==> config.mk <==
export PLATFORM = sky130hd
export DESIGN_NAME = sync_fifo_param_flat
export DESIGN_NICKNAME = d
export VERILOG_FILES = /design/src/rtl/fifo_pkg.sv /design/src/rtl/sync_fifo_param_if.sv /design/src/rtl/fifo_mem_dp.sv /design/src/rtl/sync_fifo_param.sv /design/src/flat_wrapper.sv
export SDC_FILE = /design/constraint.sdc
export NUM_CORES = 2
export LEC_CHECK = 0
export ABC_AREA = 0
export BUFFER_PORTS_ARGS = -buffer_cell sky130_fd_sc_hd__buf_2
export CAP_MARGIN = 20
export CORE_UTILIZATION = 35
export DETAILED_ROUTE_END_ITERATION = 10
export PLACE_DENSITY = 0.5
export SETUP_SLACK_MARGIN = 0.1
export SYNTH_ARGS = -nofsm -noshare
export SYNTH_HDL_FRONTEND = slang
export SYNTH_SLANG_ARGS = --single-unit
==> constraint.sdc <==
create_clock -name clock -period 3.3 [get_ports clock]
set_input_delay 0.66 -clock clock [delete_from_list [all_inputs] [get_ports clock]]
set_output_delay 0.66 -clock clock [all_outputs]
set_load 0.01 [all_outputs]
==> src/rtl/fifo_pkg.sv <==
// rtl/fifo_pkg.sv - shared defaults, depth and threshold helpers for sync_fifo_param
package fifo_pkg;

  localparam int DEF_DATA_WIDTH      = 8;
  localparam int DEF_ADDR_WIDTH      = 8;
  localparam int DEF_ALMOST_FULL_TH  = 240;
  localparam int DEF_ALMOST_EMPTY_TH = 16;

  typedef enum logic {
    RD_NORMAL     = 1'b0,
    RD_SHOW_AHEAD = 1'b1
  } rd_mode_e;

  function automatic int fifo_depth(input int addr_width);
    return 1 << addr_width;
  endfunction

  function automatic bit th_in_range(input int th, input int addr_width);
    return (th >= 1) && (th <= fifo_depth(addr_width));
  endfunction

endpackage

==> src/rtl/sync_fifo_param_if.sv <==
// rtl/sync_fifo_param_if.sv - producer/consumer bundle for sync_fifo_param
interface sync_fifo_param_if
  import fifo_pkg::*;
#(
  parameter int DATA_WIDTH = DEF_DATA_WIDTH,
  parameter int ADDR_WIDTH = DEF_ADDR_WIDTH
) ();

  logic [DATA_WIDTH-1:0] data;
  logic                  wrreq;
  logic                  rdreq;
  logic [DATA_WIDTH-1:0] q;
  logic [ADDR_WIDTH:0]   usedw;
  logic                  empty;
  logic                  full;
  logic                  almost_empty;
  logic                  almost_full;
  logic                  overflow;
  logic                  underflow;

  modport master (
    output data, wrreq, rdreq,
    input  q, usedw, empty, full, almost_empty, almost_full, overflow, underflow
  );

  modport slave (
    input  data, wrreq, rdreq,
    output q, usedw, empty, full, almost_empty, almost_full, overflow, underflow
  );

endinterface

==> src/rtl/fifo_mem_dp.sv <==
// rtl/fifo_mem_dp.sv - simple dual-port register array, sync write, async read
module fifo_mem_dp #(
  parameter int DATA_WIDTH = 8,
  parameter int ADDR_WIDTH = 8
) (
  input  logic                  clock,
  input  logic                  we,
  input  logic [ADDR_WIDTH-1:0] waddr,
  input  logic [DATA_WIDTH-1:0] wdata,
  input  logic [ADDR_WIDTH-1:0] raddr,
  output logic [DATA_WIDTH-1:0] rdata
);

  logic [DATA_WIDTH-1:0] mem_q [2**ADDR_WIDTH];

  // Contents are deliberately never reset; the parent's pointers define validity.
  always_ff @(posedge clock) begin
    if (we) begin
      mem_q[waddr] <= wdata;
    end
  end

  assign rdata = mem_q[raddr];

endmodule

==> src/rtl/sync_fifo_param.sv <==
// rtl/sync_fifo_param.sv - parametrised single-clock FIFO with occupancy, level and sticky error flags
module sync_fifo_param
  import fifo_pkg::*;
#(
  parameter int DATA_WIDTH      = DEF_DATA_WIDTH,
  parameter int ADDR_WIDTH      = DEF_ADDR_WIDTH,
  parameter int ALMOST_FULL_TH  = DEF_ALMOST_FULL_TH,
  parameter int ALMOST_EMPTY_TH = DEF_ALMOST_EMPTY_TH,
  parameter int SHOW_AHEAD      = 0
) (
  input  logic              clock,
  input  logic              sclr,
  sync_fifo_param_if.slave  fif
);

  localparam int                  DEPTH   = fifo_depth(ADDR_WIDTH);
  localparam logic [ADDR_WIDTH:0] DEPTH_W = (ADDR_WIDTH+1)'(DEPTH);
  localparam logic [ADDR_WIDTH:0] AF_W    = (ADDR_WIDTH+1)'(ALMOST_FULL_TH);
  localparam logic [ADDR_WIDTH:0] AE_W    = (ADDR_WIDTH+1)'(ALMOST_EMPTY_TH);
  localparam rd_mode_e            RD_MODE = (SHOW_AHEAD != 0) ? RD_SHOW_AHEAD : RD_NORMAL;

  if (!th_in_range(ALMOST_FULL_TH, ADDR_WIDTH)) begin : g_bad_af_th
    $error("sync_fifo_param: ALMOST_FULL_TH must lie in 1..DEPTH");
  end
  if (!th_in_range(ALMOST_EMPTY_TH, ADDR_WIDTH)) begin : g_bad_ae_th
    $error("sync_fifo_param: ALMOST_EMPTY_TH must lie in 1..DEPTH");
  end

  logic [ADDR_WIDTH-1:0] wr_ptr_q, wr_ptr_d;
  logic [ADDR_WIDTH-1:0] rd_ptr_q, rd_ptr_d;
  logic [ADDR_WIDTH:0]   usedw_q, usedw_d;
  logic                  overflow_q, overflow_d;
  logic                  underflow_q, underflow_d;
  logic                  empty, full;
  logic                  wr_ok, rd_ok;
  logic [DATA_WIDTH-1:0] mem_rdata;

  assign empty = (usedw_q == '0);
  assign full  = (usedw_q == DEPTH_W);

  always_comb begin
    rd_ok       = fif.rdreq & ~empty;
    // A read in the same cycle frees the slot, so a full FIFO still takes the write.
    wr_ok       = fif.wrreq & (~full | rd_ok);
    wr_ptr_d    = wr_ptr_q;
    rd_ptr_d    = rd_ptr_q;
    usedw_d     = usedw_q;
    overflow_d  = overflow_q | (fif.wrreq & full & ~rd_ok);
    underflow_d = underflow_q | (fif.rdreq & empty);
    if (wr_ok) begin
      wr_ptr_d = wr_ptr_q + ADDR_WIDTH'(1);
    end
    if (rd_ok) begin
      rd_ptr_d = rd_ptr_q + ADDR_WIDTH'(1);
    end
    case ({wr_ok, rd_ok})
      2'b10:   usedw_d = usedw_q + (ADDR_WIDTH+1)'(1);
      2'b01:   usedw_d = usedw_q - (ADDR_WIDTH+1)'(1);
      default: usedw_d = usedw_q;
    endcase
  end

  always_ff @(posedge clock) begin
    if (sclr) begin
      wr_ptr_q    <= '0;
      rd_ptr_q    <= '0;
      usedw_q     <= '0;
      overflow_q  <= 1'b0;
      underflow_q <= 1'b0;
    end else begin
      wr_ptr_q    <= wr_ptr_d;
      rd_ptr_q    <= rd_ptr_d;
      usedw_q     <= usedw_d;
      overflow_q  <= overflow_d;
      underflow_q <= underflow_d;
    end
  end

  fifo_mem_dp #(
    .DATA_WIDTH (DATA_WIDTH),
    .ADDR_WIDTH (ADDR_WIDTH)
  ) u_mem (
    .clock (clock),
    .we    (wr_ok),
    .waddr (wr_ptr_q),
    .wdata (fif.data),
    .raddr (rd_ptr_q),
    .rdata (mem_rdata)
  );

  if (RD_MODE == RD_SHOW_AHEAD) begin : g_show_ahead
    assign fif.q = mem_rdata;
  end else begin : g_normal
    logic [DATA_WIDTH-1:0] q_q, q_d;

    always_comb begin
      q_d = q_q;
      if (rd_ok) begin
        q_d = mem_rdata;
      end
    end

    always_ff @(posedge clock) begin
      if (sclr) begin
        q_q <= '0;
      end else begin
        q_q <= q_d;
      end
    end

    assign fif.q = q_q;
  end

  assign fif.usedw        = usedw_q;
  assign fif.empty        = empty;
  assign fif.full         = full;
  assign fif.almost_empty = (usedw_q < AE_W);
  assign fif.almost_full  = (usedw_q >= AF_W);
  assign fif.overflow     = overflow_q;
  assign fif.underflow    = underflow_q;

endmodule

==> src/flat_wrapper.sv <==
// flat-port wrapper written by rule: the top's interface ports become plain ports
module sync_fifo_param_flat import fifo_pkg::*;
#(
  parameter int DATA_WIDTH      = DEF_DATA_WIDTH,
  parameter int ADDR_WIDTH      = DEF_ADDR_WIDTH,
  parameter int ALMOST_FULL_TH  = DEF_ALMOST_FULL_TH,
  parameter int ALMOST_EMPTY_TH = DEF_ALMOST_EMPTY_TH,
  parameter int SHOW_AHEAD      = 0
)
  (clock, sclr, fif_data, fif_wrreq, fif_rdreq, fif_q, fif_usedw, fif_empty, fif_full, fif_almost_empty, fif_almost_full, fif_overflow, fif_underflow);
  sync_fifo_param_if #(.DATA_WIDTH(DATA_WIDTH), .ADDR_WIDTH(ADDR_WIDTH)) fif_i ();
  input  logic clock;
  input  logic sclr;
  input wire logic [$bits(fif_i.data)-1:0] fif_data;
  input wire logic [$bits(fif_i.wrreq)-1:0] fif_wrreq;
  input wire logic [$bits(fif_i.rdreq)-1:0] fif_rdreq;
  output wire logic [$bits(fif_i.q)-1:0] fif_q;
  output wire logic [$bits(fif_i.usedw)-1:0] fif_usedw;
  output wire logic [$bits(fif_i.empty)-1:0] fif_empty;
  output wire logic [$bits(fif_i.full)-1:0] fif_full;
  output wire logic [$bits(fif_i.almost_empty)-1:0] fif_almost_empty;
  output wire logic [$bits(fif_i.almost_full)-1:0] fif_almost_full;
  output wire logic [$bits(fif_i.overflow)-1:0] fif_overflow;
  output wire logic [$bits(fif_i.underflow)-1:0] fif_underflow;
  assign fif_i.data = fif_data;
  assign fif_i.wrreq = fif_wrreq;
  assign fif_i.rdreq = fif_rdreq;
  assign fif_q = fif_i.q;
  assign fif_usedw = fif_i.usedw;
  assign fif_empty = fif_i.empty;
  assign fif_full = fif_i.full;
  assign fif_almost_empty = fif_i.almost_empty;
  assign fif_almost_full = fif_i.almost_full;
  assign fif_overflow = fif_i.overflow;
  assign fif_underflow = fif_i.underflow;
  sync_fifo_param #(.DATA_WIDTH(DATA_WIDTH), .ADDR_WIDTH(ADDR_WIDTH), .ALMOST_FULL_TH(ALMOST_FULL_TH), .ALMOST_EMPTY_TH(ALMOST_EMPTY_TH), .SHOW_AHEAD(SHOW_AHEAD)) u_core (.clock(clock), .sclr(sclr), .fif(fif_i));
endmodule
==> impl_results.md <==
- Status: complete, no violations
- Crit path cell chain: or4_4 > or3_1 > o21ai_0 > buf_4 > nor3b_1 > buf_4 > nand2_2 > buf_12 > buf_12 > nor2_1
- # nets final: 4389
- Top_reg_cell synth: edfxtp_1
- Clock Pin Slew Worst Setup and Hold Paths: roughly 0.060 ns
- Port bufs: 34
- Tot GR Track Use: between 10% and 20%
- Worst Path Arrival: 3.67 ns
- DR pass1 iterations: 5
- Initial DRC Count: 4155
- Via density per instance: between 5 and 6
- Dpl hpwl: 143000 um
- Die width: 485 um
- Rows: approximately 180
- DRC: 0
- EDFF count, synth: 2048
- Vias: 40.7k
- Synth unique cells: 62
- Area post-placement: a little under 90000 um^2
- DRT Wirelength: 224000 um
- Hold-fix buffer count after cts: 0
- Die Y: about 480 um
- Ant. Diodes: 0
- Mapped Cells: 4009
- Most frequent cells in the layout: edfxtp_1 (2048), mux4_2 (442), nor2_1 (321), buf_4 (262), mux2i_1 (259)
- Syn Std Cell Area: 81600 um^2
- Crit path launch type: flip-flop
- Skew-Pair Late Insertion Delay: 0.86 ns
- CP Max Fanout: 11
- Root buf cell: clkbuf_16
- Syn_area_per_cell: 20.3 um^2
- CTS Buffer Depth: 3
- Fraction of synthesis flops using an asynchronous set or reset pin: 0%
- Synth Net Count: 4034
- Layout Utilization: a little over 40%
- Final setup fails: 0
- Worst slew pin tran: 1.06 ns
- Crit path max-delay cell type: or4_4
- Detail Route Antenna Nets: 0
- #FFs+latches synth: 2083
- Commonest non-fill, non-tap cell in the layout: edfxtp_1
- Setup CP Type: reg -> reg
- Worst min path class: in -> reg
- CP Data Required Time: 3.83 ns
- Share of layout cells above drive strength 1: 25.8%
- Initial antenna violation count: 9
- DR WL/cell: 29.6 um
- Largest net degree at the start of global routing: 112
- Setup crit end kind: flip-flop
- H-tree depth: 4
- P&R area growth vs syn: 16.2%
- Fmax: 0.319 GHz
- Cell area after layout: 94800 um^2
- CTS tree: yes
- Final Cycle Share: 95.1%
- GPL Wtd Cong: approximately 0.85
- Max-cap viol count: 0
- Number of global-route vias before repair: 41.5k
- Die ar.: 235000 um^2
- Setup_tns: 0 ns
- Fin crit period: 3.14 ns
- VDD IR-drop max: approximately 0.46 mV
- Starting Density: approximately 35%
- PwrDens: 696 nW/um^2
- Total clock sinks: between 2k and 2.5k
- Core Region: 231000 um^2
- RSZ-0062 raised after global routing: yes
- Ports: 35
- CTS Buf Count: 212
- Clock Skew: 0.0493 ns
- Final hold violations: 0
- First-pass GRT wire length: 317000 um
- Synth warn: 0
- Register area share after synthesis: 76.3%
- Pleak: 29.3 nW
- FF-to-FF setup slack: ~0.16 ns
- Final Max Tran Viols: 0
- Worst path max stage delay: approximately 0.58 ns
- GR Overflow Total: 0
- Fin Hold WS: 0.160 ns
- Max-slew headroom: 29.0%
==> area by class of cell <==
cell class / instances / area (um^2)
Clock buffer: 272 / 5670
Clock inverter: 114 / 1150
Fill cell: 20371 / 136000
Inverter: 10 / 45.0
Multi-Input combinational cell: 1676 / 18000
Sequential cell: 2083 / 62200
Tap cell: 3026 / 3790
Timing Repair Buffer: 381 / 3910
==> metal layers <==
layer	part of all wire [%]	vias up	track usage (%)
li1	-	17299	-
met2	48	1203	30.5
met1	44	21961	26.5
met3	5.6	283	3.10
met5	0.0045	-	0
met4	2.5	2	5.21
==> per-stage QoR <==
stage | total power, mW | setup WS (ns) | std cells
finish | 65.9 | 0.160 | 7562
floorplan | 38.7 | 0.104 | 4009
CTS | 66.5 | 0.149 | 7558
global placement | 42.9 | -0.0202 | 7172
detailed placement | 42.9 | 0.0353 | 7172
global route | 68.0 | 0.101 | 7562
==> worst paths after layout <==
kind / from / end / cells after the start
max: u_core.fif.usedw[7] / u_core.u_mem.mem_q[249][7] / 10
min: fif_wrreq / u_core.fif.overflow / 3
max reg2reg: u_core.fif.usedw[7] / u_core.u_mem.mem_q[249][7] / 10
min reg2reg: u_core.fif.overflow / u_core.fif.overflow / 2
==> cells in the mapped netlist, types with 4 or more instances <==
cell type  count  area share, %
edfxtp_1    2048             75
mux4_2       442             12
nor2_1       322            1.5
mux2i_1      259            3.2
nand2_1      117           0.54
clkbuf_1     109           0.50
o221ai_1     108            1.2
a21oi_1       69           0.42
o21ai_0       64           0.39
o22ai_1       41           0.31
buf_4         39           0.36
nand3_1       38           0.23
buf_6         36           0.50
dfxtp_1       35           0.86
nor3_1        34           0.21
buf_2         33           0.20
a31oi_1       21           0.16
nor2b_1       18           0.14
buf_1         16          0.074
xnor2_1       13           0.14
ha_1          12           0.18
a211oi_1       9          0.083
a221oi_1       9          0.097
inv_1          8          0.037
and2_0         7          0.054
and2_1         6          0.046
mux2_2         6          0.083
nand4_1        6          0.046
nor4_1         6          0.046
a2111o_1       5          0.069
nand2b_1       5          0.038
xor2_1         5          0.054
buf_8          4          0.074
nor3b_1        4          0.037
o31ai_1        4          0.037
or3_1          4          0.031
==> worst max-delay path, delay by kind of cell (launching register included) <==
kind,cells,cell delay (ns)
and+or+nand+nor,5,1.36
buffers and inverters,4,0.79
AOI/OAI and AO/OA,1,0.35
DFF,1,0.31
==> power breakdown <==
| part | switching [mW] | internal [mW] |
|---|---|---|
| clock network | 10.3 | 13.3 |
| logic | 6.70 | 6.19 |
| registers | 0.207 | 29.2 |
| total | 17.2 | 48.7 |
==> kinds of logic (layout without fill, tap and decap cells) <==
group                    Yosys count  in the layout  share of synthesized area (%)
AO/OA/AOI/OAI                    362            362                           3.06
XOR/XNOR                          18             18                          0.193
adder cells (fa/ha/maj)           13             13                          0.209
buffers and inverters            250            777                           1.83
flip-flops                      2083           2083                           76.3
multiplexers                     707            707                           15.5
AND/OR/NAND/NOR                  576            576                           2.98
==> what timing repair did <==
action | CTS | global route
endpoints found under the setup margin | 6 | 8
resized for setup | 2 | 18
pin swaps | 1 | 6
endpoints found under the hold margin | 0 | 0
setup buffers | 0 | 1
cloned | 0 | 2
==> sequential cells by signal, summed over array words and instances, names as in the netlist <==
signal and flops:
u_core.fif.q 8, u_core.wr_ptr_q 8, u_core.fif.overflow 1, u_core.fif.usedw 9, u_core.fif.underflow 1, u_core.rd_ptr_q 8
u_core.u_mem.mem_q 2048
Power figures use the tool's default switching activity.
